## src/rtl/bp_pkg.sv

```systemverilog
// rtl/bp_pkg.sv - shared types and saturating-counter helpers for the branch target buffer
package bp_pkg;

  localparam int CTR_MAX_W = 4;
  localparam int BP_CTR_W  = 2;

  // Widest counter any instance may use; narrower counters zero-extend into it.
  typedef logic [CTR_MAX_W-1:0] ctr_ext_t;

  function automatic ctr_ext_t ctr_weak_t(input int ctr_w);
    return CTR_MAX_W'(1 << (ctr_w - 1));
  endfunction

  function automatic ctr_ext_t ctr_weak_nt(input int ctr_w);
    return CTR_MAX_W'((1 << (ctr_w - 1)) - 1);
  endfunction

  localparam ctr_ext_t CTR_WEAK_T  = ctr_weak_t(BP_CTR_W);
  localparam ctr_ext_t CTR_WEAK_NT = ctr_weak_nt(BP_CTR_W);

  function automatic ctr_ext_t ctr_sat_next(input ctr_ext_t ctr, input logic taken,
                                            input int ctr_w);
    ctr_ext_t max_v;
    max_v = CTR_MAX_W'((1 << ctr_w) - 1);
    if (taken)
      return (ctr >= max_v) ? max_v : ctr + CTR_MAX_W'(1);
    else
      return (ctr == '0) ? '0 : ctr - CTR_MAX_W'(1);
  endfunction

  // Entry layout at the default 16-bit address / 2-bit counter geometry.
  typedef struct packed {
    logic                valid;
    logic [15:0]         tag;
    logic [15:0]         target;
    logic [BP_CTR_W-1:0] ctr;
  } bp_entry_t;

endpackage

```

## src/rtl/bp_sat_ctr.sv

```systemverilog
// rtl/bp_sat_ctr.sv - CTR_W-wide saturating up/down direction counter with parallel load
module bp_sat_ctr
  import bp_pkg::*;
#(
  parameter int CTR_W = 2
) (
  input  logic             clk,
  input  logic             rst,
  input  logic             load,
  input  logic [CTR_W-1:0] load_val,
  input  logic             step,
  input  logic             up,
  output logic [CTR_W-1:0] ctr
);

  logic [CTR_W-1:0] ctr_nxt;

  assign ctr_nxt = CTR_W'(ctr_sat_next(CTR_MAX_W'(ctr), up, CTR_W));

  always_ff @(posedge clk or negedge rst) begin
    if (!rst)
      ctr <= '0;
    else if (load)
      ctr <= load_val;
    else if (step)
      ctr <= ctr_nxt;
  end

endmodule

```

## src/rtl/bp_btb_param.sv

```systemverilog
// rtl/bp_btb_param.sv - parametrised BTB with saturating direction counters; BP_PERF_CNT_EN adds perf counters
module bp_btb_param
  import bp_pkg::*;
#(
  parameter int ADDR_W  = 16,
  parameter int ENTRIES = 8,
  parameter int CTR_W   = 2
) (
  input  logic              clk,
  input  logic              rst,
  input  logic [ADDR_W-1:0] if_pc,
  output logic              pred_taken,
  output logic [ADDR_W-1:0] pred_target,
  input  logic              ex_valid,
  input  logic [ADDR_W-1:0] ex_pc,
  input  logic [ADDR_W-1:0] ex_target,
  input  logic [ADDR_W-1:0] ex_pc_plus,
  input  logic              ex_taken,
  input  logic              ex_pred_taken,
  input  logic [ADDR_W-1:0] ex_pred_target,
  input  logic              bp_clear,
  output logic              redirect,
  output logic [ADDR_W-1:0] redirect_pc
`ifdef BP_PERF_CNT_EN
  ,
  output logic [31:0]       perf_branches,
  output logic [31:0]       perf_mispredicts
`endif
);

  localparam int               RP_W    = (ENTRIES > 1) ? $clog2(ENTRIES) : 1;
  localparam logic [RP_W-1:0]  RP_LAST = RP_W'(ENTRIES - 1);
  localparam logic [CTR_W-1:0] WEAK_T  = CTR_W'(ctr_weak_t(CTR_W));
  localparam logic [CTR_W-1:0] WEAK_NT = CTR_W'(ctr_weak_nt(CTR_W));

  logic              valid  [ENTRIES];
  logic [ADDR_W-1:0] tag    [ENTRIES];
  logic [ADDR_W-1:0] target [ENTRIES];
  logic [CTR_W-1:0]  ctr    [ENTRIES];
  logic [RP_W-1:0]   rp;

  logic            lk_hit, ex_hit;
  logic [RP_W-1:0] lk_idx, ex_idx;
  logic            upd, alloc;

  // Descending scan so the lowest matching index is the one left standing.
  always_comb begin
    lk_hit = 1'b0;
    lk_idx = '0;
    ex_hit = 1'b0;
    ex_idx = '0;
    for (int k = ENTRIES - 1; k >= 0; k--) begin
      if (valid[k] && tag[k] == if_pc) begin
        lk_hit = 1'b1;
        lk_idx = RP_W'(k);
      end
      if (valid[k] && tag[k] == ex_pc) begin
        ex_hit = 1'b1;
        ex_idx = RP_W'(k);
      end
    end
  end

  assign pred_taken  = lk_hit & ctr[lk_idx][CTR_W-1];
  assign pred_target = pred_taken ? target[lk_idx] : '0;

  always_comb begin
    redirect    = 1'b0;
    redirect_pc = '0;
    if (ex_valid) begin
      if (ex_taken && (!ex_pred_taken || ex_pred_target != ex_target)) begin
        redirect    = 1'b1;
        redirect_pc = ex_target;
      end else if (!ex_taken && ex_pred_taken) begin
        redirect    = 1'b1;
        redirect_pc = ex_pc_plus;
      end
    end
  end

  assign upd   = ex_valid & ~bp_clear;
  assign alloc = upd & ~ex_hit;

  always_ff @(posedge clk or negedge rst) begin
    if (!rst) begin
      for (int k = 0; k < ENTRIES; k++) begin
        valid[k]  <= 1'b0;
        tag[k]    <= '0;
        target[k] <= '0;
      end
      rp <= '0;
    end else if (bp_clear) begin
      for (int k = 0; k < ENTRIES; k++) valid[k] <= 1'b0;
      rp <= '0;
    end else if (ex_valid) begin
      if (ex_hit) begin
        if (ex_taken) target[ex_idx] <= ex_target;
      end else begin
        valid[rp]  <= 1'b1;
        tag[rp]    <= ex_pc;
        target[rp] <= ex_target;
        rp         <= (rp == RP_LAST) ? '0 : rp + RP_W'(1);
      end
    end
  end

  for (genvar k = 0; k < ENTRIES; k++) begin : g_ctr
    bp_sat_ctr #(.CTR_W(CTR_W)) u_ctr (
      .clk      (clk),
      .rst      (rst),
      .load     (alloc && (rp == RP_W'(k))),
      .load_val (ex_taken ? WEAK_T : WEAK_NT),
      .step     (upd && ex_hit && (ex_idx == RP_W'(k))),
      .up       (ex_taken),
      .ctr      (ctr[k])
    );
  end

`ifdef BP_PERF_CNT_EN
  // Deliberately untouched by bp_clear so software sees totals across flushes.
  always_ff @(posedge clk or negedge rst) begin
    if (!rst) begin
      perf_branches    <= '0;
      perf_mispredicts <= '0;
    end else begin
      if (ex_valid) perf_branches    <= perf_branches + 32'd1;
      if (redirect) perf_mispredicts <= perf_mispredicts + 32'd1;
    end
  end
`endif

endmodule

```

## config.mk

```make
export PLATFORM = sky130hd
export DESIGN_NAME = bp_btb_param
export DESIGN_NICKNAME = d
export VERILOG_FILES = /design/src/rtl/bp_pkg.sv /design/src/rtl/bp_sat_ctr.sv /design/src/rtl/bp_btb_param.sv
export SDC_FILE = /design/constraint.sdc
export NUM_CORES = 1
export LEC_CHECK = 0
export CAP_MARGIN = 20
export CORE_MARGIN = 2
export CORE_UTILIZATION = 60
export CTS_BUF_LIST = sky130_fd_sc_hd__clkbuf_8
export DETAILED_ROUTE_END_ITERATION = 7
export DONT_BUFFER_PORTS = 1
export MAX_ROUTING_LAYER = met4
export PLACE_DENSITY = 0.76
export SETUP_SLACK_MARGIN = 0.5
export SYNTH_ARGS = -nofsm -noshare
export SYNTH_HDL_FRONTEND = slang
export SYNTH_SLANG_ARGS = --single-unit
export TNS_END_PERCENT = 10
```

## constraint.sdc

```tcl
create_clock -name clk -period 5.85 [get_ports clk]
set_input_delay 1.4625 -clock clk [delete_from_list [all_inputs] [get_ports clk]]
set_output_delay 1.4625 -clock clk [all_outputs]
set_load 0.01 [all_outputs]
```

==> impl_metrics.json, run 1 <==
{
  "status": "complete, no violations",
  "via_per_inst": 6.27,
  "fin_ws_ns": 0.108,
  "drive_gt1_share_pct": 31.1,
  "yosysTopAreaCellShare_pct": 43.3,
  "antenna_cells": 0,
  "hp-start": "target[82]",
  "peakVddDrop_mv": 0.207,
  "async_flop_share_pct": 100,
  "netlist_top_cells_count": "283 x dfrtp_1, 274 x mux2_2, 155 x xnor2_1",
  "die_h_um": 169,
  "r2r_start": "tag[72]",
  "nNetsFinal": 1539,
  "syn_inst": 1462,
  "grt_pass1_wl_um": 67600,
  "ys_seq_area_share_pct": 43.3,
  "path_buf_inv": 3,
  "min_period_ns": 5.74,
  "whs_ns": 0.485,
  "grtUsageTotal_pct": 31.8,
  "grt_pass1_vias": 11600,
  "grt_util_met1_pct": 42.8,
  "synth_warnings": 0,
  "start_kind": "input pin",
  "power_per_cell_area_nw_per_um2": 318,
  "grt_use_met2_pct": 47.8,
  "post-route-period-util_pct": 98.2,
  "numPortBuffers": 0,
  "synth_cell_types": 70,
  "maxSlewHeadroom_pct": 27.5,
  "cts_tree": "built",
  "end_kind": "primary output",
  "cts-root-buf": "clkbuf_8",
  "crit_path_max_incr_delay_ns": 0.46,
  "hpwl_um": 28900,
  "totalWireLength_um": 43600,
  "grt_overflow": 0,
  "finalHoldViolations": 0,
  "yosys_register_bits": 283,
  "fp.dieW_um": 169,
  "h-tree-depth": 2,
  "synthSimpleGateAreaFrac_pct": 9.11,
  "yosysMostFrequentCell": "dfrtp_1",
  "grt_max_degree": 284,
  "core_region_area_um2": 26900,
  "cts.path.max_buffers": 3,
  "synth_flop_cell": "dfrtp_1",
  "synth_top_family_by_area": "multiplexers",
  "synth_fa_ha_area_share_pct": 0.459,
  "syn-num-nets": 1554,
  "avgSynthCellArea_um2": 11.2,
  "num_vias": 11400,
  "numCtsBuffers": 49,
  "crit_family": "simple AND/OR/NAND/NOR gates",
  "cp_max_fo": 8,
  "yosysTopAreaCell": "dfrtp_1",
  "antenna_found_initial": 1,
  "finalSetupViolCount": 0,
  "synth_edf_count": 0,
  "p_leak_uw": 0.00812,
  "pin_count": 120,
  "met3_usage_pct": 7.18,
  "cp_cell_sequence": "xor2_1 -> nor4_1 -> nand2_1 -> or4_4 -> a211oi_4 -> o31ai_4 -> buf_4 -> mux2i_1 -> a211oi_2 -> and4bb_4 -> buf_12 -> a211oi_4 -> buf_4",
  "muxShareOfSynthArea_pct": 22.3,
  "crit_arrival_ns": 4.28,
  "detail-route-antenna-nets": 0,
  "clock.fmax_ghz": 0.174,
  "worstHoldPathType": "flop to flop",
  "drtIter0Drc": 923,
  "slowest_stage": "or4_4",
  "synth_compound_area_share_pct": 6.14,
  "tns_ns": 0,
  "die_area_um2": 28600,
  "clk_pin_slew_ns": 0.06,
  "initial_utilization_pct": 60.9,
  "gp_congestion": 0.955,
  "drc": 0,
  "maxCapViolCount": 0,
  "cts.sinks": 283,
  "worst_clock_skew_ns": 0.0418,
  "rows": 60,
  "clock_latency_ns": 0.60,
  "finalMaxSlewViolations": 0,
  "syn_to_final_growth_pct": 10.4,
  "wl_per_cell_um": 23.9,
  "cp.required_ns": 4.39,
  "first_pass_iters": 5,
  "pre_cts_ws_ns": 0.0999,
  "synth_area_leaders": "dfrtp_1 43%, mux2_2 19%, xnor2_1 8.3%, xor2_1 6.3%, nand2_1 2.5%",
  "rsz0062_at_grt": "true",
  "tightest_slew_ns": 1.09,
  "cts.hold.buffers_added": 0,
  "synth_xor_xnor_area_share_pct": 14.6,
  "netlist_area_um2": 16400,
  "busiest_layer": "met2",
  "crit_type": "input pin to primary output",
  "crit_path_start": "if_pc[5]"
}
## stage by stage
| stage | power [µW] | util, % | instances | instance area (µm²) |
|---|---|---|---|---|
| global placement | 3790 | 62.3 | 1732 | 16700 |
| CTS | 5730 | 66.8 | 1823 | 17900 |
| finish | 5740 | 67.2 | 1825 | 18100 |
| floorplan | 3630 | - | 1462 | 16600 |
| global route | 5990 | 67.2 | 1825 | 18100 |
| detailed placement | 3840 | 62.3 | 1732 | 16700 |
## worst reg2reg max path: cells and delay by family (launching register included)
family / cells / cell delay [ns]
simple gates: 5 / 1.56
compound gates: 2 / 0.69
buf+inv: 1 / 0.34
mux: 1 / 0.40
flops: 1 / 0.44
xor+xnor: 1 / 0.25
## final timing paths
kind,to,slack (ns),cells after the start
max,pred_target[0],0.11,13
min reg2reg,target[82],0.49,1
max reg2reg,target[57],2.05,10
min,target[82],0.49,1
max in group asynchronous,tag[121],4.36,0
min in group asynchronous,g_ctr[4].u_ctr.ctr[1],0.61,0
## logic make-up (layout without fill, tap and decap cells)
logic type,count (synthesis),count (layout)
multiplexers,324,324
flip-flops,283,283
AND/OR/NAND/NOR,282,282
XOR/XNOR,272,272
AO/OA/AOI/OAI,159,159
buffers and inverters,136,158
adder cells (fa/ha/maj),6,6
## placed cells by master (no fill, tap or decap), types with 6 or more instances in the layout
master    netlist  final
a211oi_2        0      6
a211oi_4        0     12
a21oi_1        39     39
a22oi_1        12     12
and2_1          6      6
and3_1          6      6
buf_4          16     36
clkbuf_8        0     62
clkinv_2        0      6
dfrtp_1       283    283
ha_1            6      6
inv_1          21     37
mux2_2        274    274
mux2_4         10     10
mux2i_1        35     35
nand2_1       108    108
nand3_1        26     26
nand4_1        27     27
nor2_1         17     15
nor3_1         12     12
nor4_1         40     31
o21ai_0        45     22
o21ai_1         2     24
o22ai_1         6      6
or4_4           3      6
xnor2_1       155    155
xor2_1        117    114
## registers in the layout, indices dropped and copies added (netlist names)
register and flops:
g_ctr.u_ctr.ctr 16, rp 3, tag 128, target 128, valid 8
## power by group
group | internal (µW) | switching [µW]
registers | 2350 | 358
logic | 682 | 478
clock network | 1040 | 831
## layout make-up
cell class / instances / area (µm²)
clock inverters: 26 / 174
clock buffers: 62 / 853
well taps: 341 / 427
fillers: 1969 / 8800
flip-flops and latches: 283 / 7080
inverters: 24 / 92.6
multi-input cells: 1043 / 8960
repair buffers: 46 / 485
## routing by layer
metal	wire length, µm	up-vias
met5	0	-
met4	1280	0
met3	3330	91
met2	20000	424
met1	18900	5855
li1	-	5070
## timing repair
action | 4_1_cts | 5_1_grt
endpoints found under the setup margin | 17 | 32
gates cloned | 2 | 0
resized for setup | 24 | 18
pin swaps | 6 | 9
setup buffers | 1 | 2
Power figures use the tool's default switching activity.
==> run 2: changes to the inputs <==
- CORE_UTILIZATION: 60 -> 45
- PLACE_DENSITY: 0.76 -> unset
==> impl_metrics.json, run 2 (synthesis gave the netlist of run 1 again) <==
{
  "min_period_ns": 5.69,
  "clk_pin_slew_ns": 0.06,
  "hpwl_um": 29500,
  "cts.hold.buffers_added": 0,
  "gp_congestion": 0.881,
  "rrSetupSlack_ns": 2.18,
  "nNetsFinal": 1554,
  "p_leak_uw": 0.00811,
  "cts-root-buf": "clkbuf_8",
  "grt_max_degree": 284,
  "layout_commonest_cell": "dfrtp_1",
  "clock.fmax_ghz": 0.176,
  "tns_ns": 0,
  "worst_clock_skew_ns": 0.0427,
  "power_per_cell_area_nw_per_um2": 311,
  "cts.path.max_buffers": 3,
  "maxSlewHeadroom_pct": 26.8,
  "worstHoldPathType": "flop to flop",
  "whs_ns": 0.485,
  "first_pass_iters": 6,
  "core_region_area_um2": 35700,
  "endpoint": "pred_target[6]",
  "numCtsBuffers": 50,
  "cts.sinks": 283,
  "largestRegisters": "tag x128, target x128, g_ctr.u_ctr.ctr x16",
  "crit_path_start": "if_pc[14]",
  "via_per_inst": 5.66,
  "rsz0062_at_grt": "true",
  "end_kind": "primary output",
  "detail-route-antenna-nets": 0,
  "layout_common_cells": "283 x dfrtp_1, 274 x mux2_2, 155 x xnor2_1",
  "h-tree-depth": 2,
  "die_area_um2": 37900,
  "cp_cell_sequence": "xor2_2 -> nor4_2 -> nand2_1 -> or4_4 -> a211oi_4 -> o31ai_4 -> buf_6 -> mux2i_2 -> nor4_2 -> and4bb_4 -> buf_12 -> a211oi_4",
  "r2r_start": "tag[68]",
  "grt_pass1_vias": 11100,
  "initial_utilization_pct": 45.9,
  "syn_to_final_growth_pct": 10.9,
  "slowest_stage": "or4_4",
  "drc": 0,
  "status": "complete, no violations",
  "final_cells": 1962,
  "crit_type": "input pin to primary output",
  "antenna_cells": 0,
  "totalWireLength_um": 45000,
  "r2r_cells": 11,
  "drtIter0Drc": 723,
  "grt_overflow": 0,
  "cts_tree": "built",
  "cp.depth": 12,
  "grtUsageTotal_pct": 24.8,
  "crit_family": "simple AND/OR/NAND/NOR gates",
  "finalSetupViolCount": 0,
  "maxCapViolCount": 0,
  "grt_pass1_wl_um": 69100,
  "pin_count": 120,
  "post-route-period-util_pct": 97.2,
  "placed_cells": 1867,
  "r2r-end": "target[89]",
  "num_vias": 11100,
  "numPortBuffers": 0,
  "finalMaxSlewViolations": 0,
  "tightest_slew_ns": 1.10,
  "antenna_found_initial": 0,
  "die_h_um": 195,
  "rows": 69,
  "wl_per_cell_um": 22.9,
  "drive_gt1_share_pct": 31.1,
  "crit_arrival_ns": 4.22,
  "peakVddDrop_mv": 0.316,
  "finalHoldViolations": 0,
  "cp.required_ns": 4.39,
  "crit_path_max_incr_delay_ns": 0.44,
  "path_buf_inv": 2,
  "fp.dieW_um": 195,
  "clock_latency_ns": 0.64,
  "start_kind": "input pin",
  "cp_max_fo": 10
}
-- run 2: cell types whose count changed in the layout (fill, tap and decap cells not counted), sizes merged --
cell,delta
buf,+16
inv,+8
clkinvlp,-1
clkinv,-4
bufinv,-2
clkbuf,+2
bufbuf,-2
-- run 2: worst min path at each step --
stage	startpoint	end	slack [ns]	cells past startpoint
after floorplan	target[80]	target[80]	0.46	1
after global placement	target[80]	target[80]	0.47	1
after detailed placement	target[82]	target[82]	0.48	1
after CTS	target[82]	target[82]	0.49	1
after global routing	rst	g_ctr[6].u_ctr.ctr[0]	0.48	0
final	target[83]	target[83]	0.48	1
-- run 2: area by class of cell --
cell class | count | area (µm²)
Fill cell | 3202 | 17500
Multi-Input combinational cell | 1043 | 8880
Sequential cell | 283 | 7080
Clock buffer | 64 | 881
Tap cell | 461 | 577
Timing Repair Buffer | 60 | 532
Clock inverter | 27 | 115
Inverter | 24 | 92.6
-- run 2: power by group --
group / switching [µW] / internal (µW)
clock network: 849 / 979
logic: 427 / 710
registers: 330 / 2350
total: 1610 / 4040
-- run 2: through the flow --
step                      setup WS [ns]  cell area [µm²]  total power [µW]  utilization, %
after floorplan                   0.393            16600              3630               -
after global placement          -0.0456            17000              3790            47.6
after detailed placement        -0.0277            17000              3830            47.6
after CTS                         0.188            18100              5680            50.6
after global routing             0.0512            18200              5950            50.9
final                             0.164            18200              5640            50.9
-- run 2: worst register-to-register path, delay by kind of cell, from the launching register on --
family / cells / cell delay [ns]
multiplexers: 1 / 0.38
XOR/XNOR: 1 / 0.21
AND/OR/NAND/NOR: 6 / 1.39
buffers and inverters: 2 / 0.56
flip-flops: 1 / 0.41
AO/OA/AOI/OAI: 1 / 0.59
-- run 2: timing repair --
action / CTS / global route
setup buffers: 2 / 2
setup endpoints to repair: 17 / 32
gates cloned: 0 / 0
pin swaps: 8 / 1
resized for setup: 17 / 14
-- run 2: routing by layer --
layer / track usage, % / share of wire, %
met1: 34.8 / 48
met2: 36.2 / 44
met3: 5.40 / 5.7
met4: 6.64 / 2.0
met5: - / 0
==> run 3: changes to the inputs <==
- DONT_BUFFER_PORTS: 1 -> unset
- SYNTH_HIERARCHICAL: unset -> 1
==> impl_metrics.json, run 3 <==
{
  "start_kind": "input pin",
  "final_util_pct": 59.1,
  "end_kind": "primary output",
  "layout_commonest_cell": "dfrtp_1",
  "peakVddDrop_mv": 0.190,
  "grt_pass1_vias": 13500,
  "yosys_register_bits": 283,
  "rows": 71,
  "layout_common_cells": "283 x dfrtp_1, 190 x mux2_2, 188 x buf_4",
  "grt_max_degree": 174,
  "numPortBuffers": 119,
  "cts_tree": "built",
  "synth_flop_cell": "dfrtp_1",
  "h-tree-depth": 2,
  "r2r_cells": 11,
  "finalHoldViolations": 0,
  "yosysMostFrequentCell": "dfrtp_1",
  "numCtsBuffers": 52,
  "first_pass_iters": 5,
  "crit_type": "input pin to primary output",
  "core_region_area_um2": 37600,
  "grt_pass1_wl_um": 80500,
  "gp_congestion": 0.963,
  "yosysTopAreaCell": "dfrtp_1",
  "cp.required_ns": 4.39,
  "slowest_stage": "or4_1",
  "die_h_um": 199,
  "failed_checks": "negative setup slack",
  "yosysTopAreaCellShare_pct": 41.4,
  "clock.fmax_ghz": 0.157,
  "fin_ws_ns": -0.500,
  "antenna_found_initial": 0,
  "maxCapViolCount": 0,
  "cts.hold.buffers_added": 0,
  "detail-route-antenna-nets": 0,
  "finalSetupViolCount": 17,
  "antenna_cells": 0,
  "synth_warnings": 6,
  "totalWireLength_um": 52700,
  "wl_per_cell_um": 22.0,
  "netlist_area_um2": 17100,
  "clkPwrFrac_pct": 34.7,
  "die_area_um2": 39600,
  "hpwl_um": 37700,
  "drc": 0,
  "worstHoldPathType": "flop to flop",
  "switching_power_uw": 1720,
  "tightest_slew_ns": 0.979,
  "cp_max_fo": 5,
  "nFillCells": 3175,
  "syn_to_final_growth_pct": 29.7,
  "maxSlewHeadroom_pct": 34.7,
  "avgSynthCellArea_um2": 11.3,
  "power_frac_comb_pct": 22.3,
  "finalMaxSlewViolations": 0,
  "crit_arrival_ns": 4.89,
  "min_period_ns": 6.35,
  "clock_latency_ns": 0.65,
  "cts.path.max_buffers": 3,
  "crit_path_max_incr_delay_ns": 0.53,
  "grt_overflow": 0,
  "power_per_cell_area_nw_per_um2": 258,
  "p_total_uw": 5730,
  "synth_area_leaders": "dfrtp_1 41%, mux2_2 13%, mux2i_1 8.0%, xor2_1 7.4%, xnor2_1 6.5%",
  "syn_inst": 1516,
  "tns_ns": -6.87,
  "num_vias": 13200,
  "via_per_inst": 5.54,
  "worst_clock_skew_ns": 0.0331,
  "synth_cell_types": 70,
  "largestRegisters": "tag x128, target x128, g_ctr.u_ctr/ctr x16",
  "drive_gt1_share_pct": 33.8,
  "p_int_uw": 4010,
  "cts-root-buf": "clkbuf_8",
  "pin_count": 120,
  "netlist_top_cells_count": "283 x dfrtp_1, 190 x mux2_2, 145 x xor2_1",
  "fp.dieW_um": 199,
  "cp_cell_sequence": "buf_6 -> buf_12 -> buf_8 -> xor2_2 -> or3_4 -> or4_1 -> o22a_1 -> a2111oi_4 -> buf_6 -> buf_12 -> buf_16 -> buf_12 -> buf_16 -> mux2i_1 -> mux2i_1 -> mux2i_1 -> nor2_1 -> buf_2",
  "grtUsageTotal_pct": 27.9,
  "post-route-period-util_pct": 109,
  "seqPwrFrac_pct": 43.0,
  "nNetsFinal": 1932,
  "postPlaceCellArea_um2": 20400,
  "cts.sinks": 283,
  "design_area_um2": 22200,
  "pre_cts_ws_ns": -1.13,
  "clk_pin_slew_ns": 0.06,
  "whs_path_depth": 1,
  "async_flop_share_pct": 100,
  "rsz0062_at_grt": "true",
  "switching_share_pct": 30.0,
  "syn-num-nets": 1608,
  "initial_utilization_pct": 45.5,
  "status": "complete, but fails checks",
  "ys_seq_area_share_pct": 41.4,
  "drtIter0Drc": 650,
  "p_leak_uw": 0.00985,
  "synth_edf_count": 0
}
[run 3: through the flow]
| stage | std cells | hold slack, ns |
|---|---|---|
| after floorplan | 1516 | 0.457 |
| after global placement | 2257 | 0.466 |
| after detailed placement | 2257 | 0.474 |
| after CTS | 2385 | 0.488 |
| after global routing | 2389 | 0.493 |
| final | 2389 | 0.486 |
[run 3: final cells by class]
| type | count | area [µm²] | area share (%) |
|---|---|---|---|
| Clock inverter | 30 | 230 | 1.04 |
| Timing Repair Buffer | 369 | 3620 | 16.3 |
| Sequential cell | 283 | 7080 | 31.9 |
| Tap cell | 511 | 639 | 2.88 |
| Inverter | 18 | 67.6 | 0.304 |
| Multi-Input combinational cell | 1116 | 9700 | 43.7 |
| Clock buffer | 62 | 853 | 3.84 |
[run 3: power groups by stage]
stage / clock, µW / combinational (µW) / sequential (µW)
final: 1990 / 1280 / 2460
after global routing: 2130 / 1390 / 2490
after CTS: 2040 / 1270 / 2450
after detailed placement: 0 / 1250 / 2480
after global placement: 0 / 1230 / 2480
after floorplan: 0 / 784 / 2420
[run 3: logic make-up after synthesis]
group                      count (synthesis)  synth area share [%]
muxes                                    393                  24.9
and+or+nand+nor                          346                  11.2
DFF                                      283                  41.4
xor gates and xnor gates                 272                  13.9
buffers and inverters                    117                  3.66
AOI/OAI and AO/OA                         99                  4.53
adders and majority gates                  6                 0.439
[run 3: critical path, delay by kind of cell]
kind	cells	cell delay (ns)
XOR/XNOR	1	0.15
multiplexers	3	0.48
AND/OR/NAND/NOR	3	1.04
AO/OA/AOI/OAI	2	0.62
buffers and inverters	9	1.13
[run 3: final timing paths]
check / from / to / slack [ns]
worst max-delay path: if_pc[4] / pred_target[4] / -0.50
worst min-delay path: target[96] / target[96] / 0.49
worst max register to register: tag[68] / target[1] / 2.33
worst min register to register: target[96] / target[96] / 0.49
max in group asynchronous: rst / tag[92] / 4.14
min in group asynchronous: rst / target[18] / 0.85
[run 3: layer usage]
layer  global-route usage [%]  routed length [µm]  up-vias
li1                         -                   -     6038
met1                     34.6               22700     6699
met2                     47.2               26000      391
met3                     3.65                2440      104
met4                     9.29                1530        0
met5                        -                   0        -
[run 3: timing repair]
action	CTS	global route
pin swaps	24	2
gates resized for setup	190	15
endpoints found under the setup margin	37	34
gates cloned	6	0
setup buffers	30	3
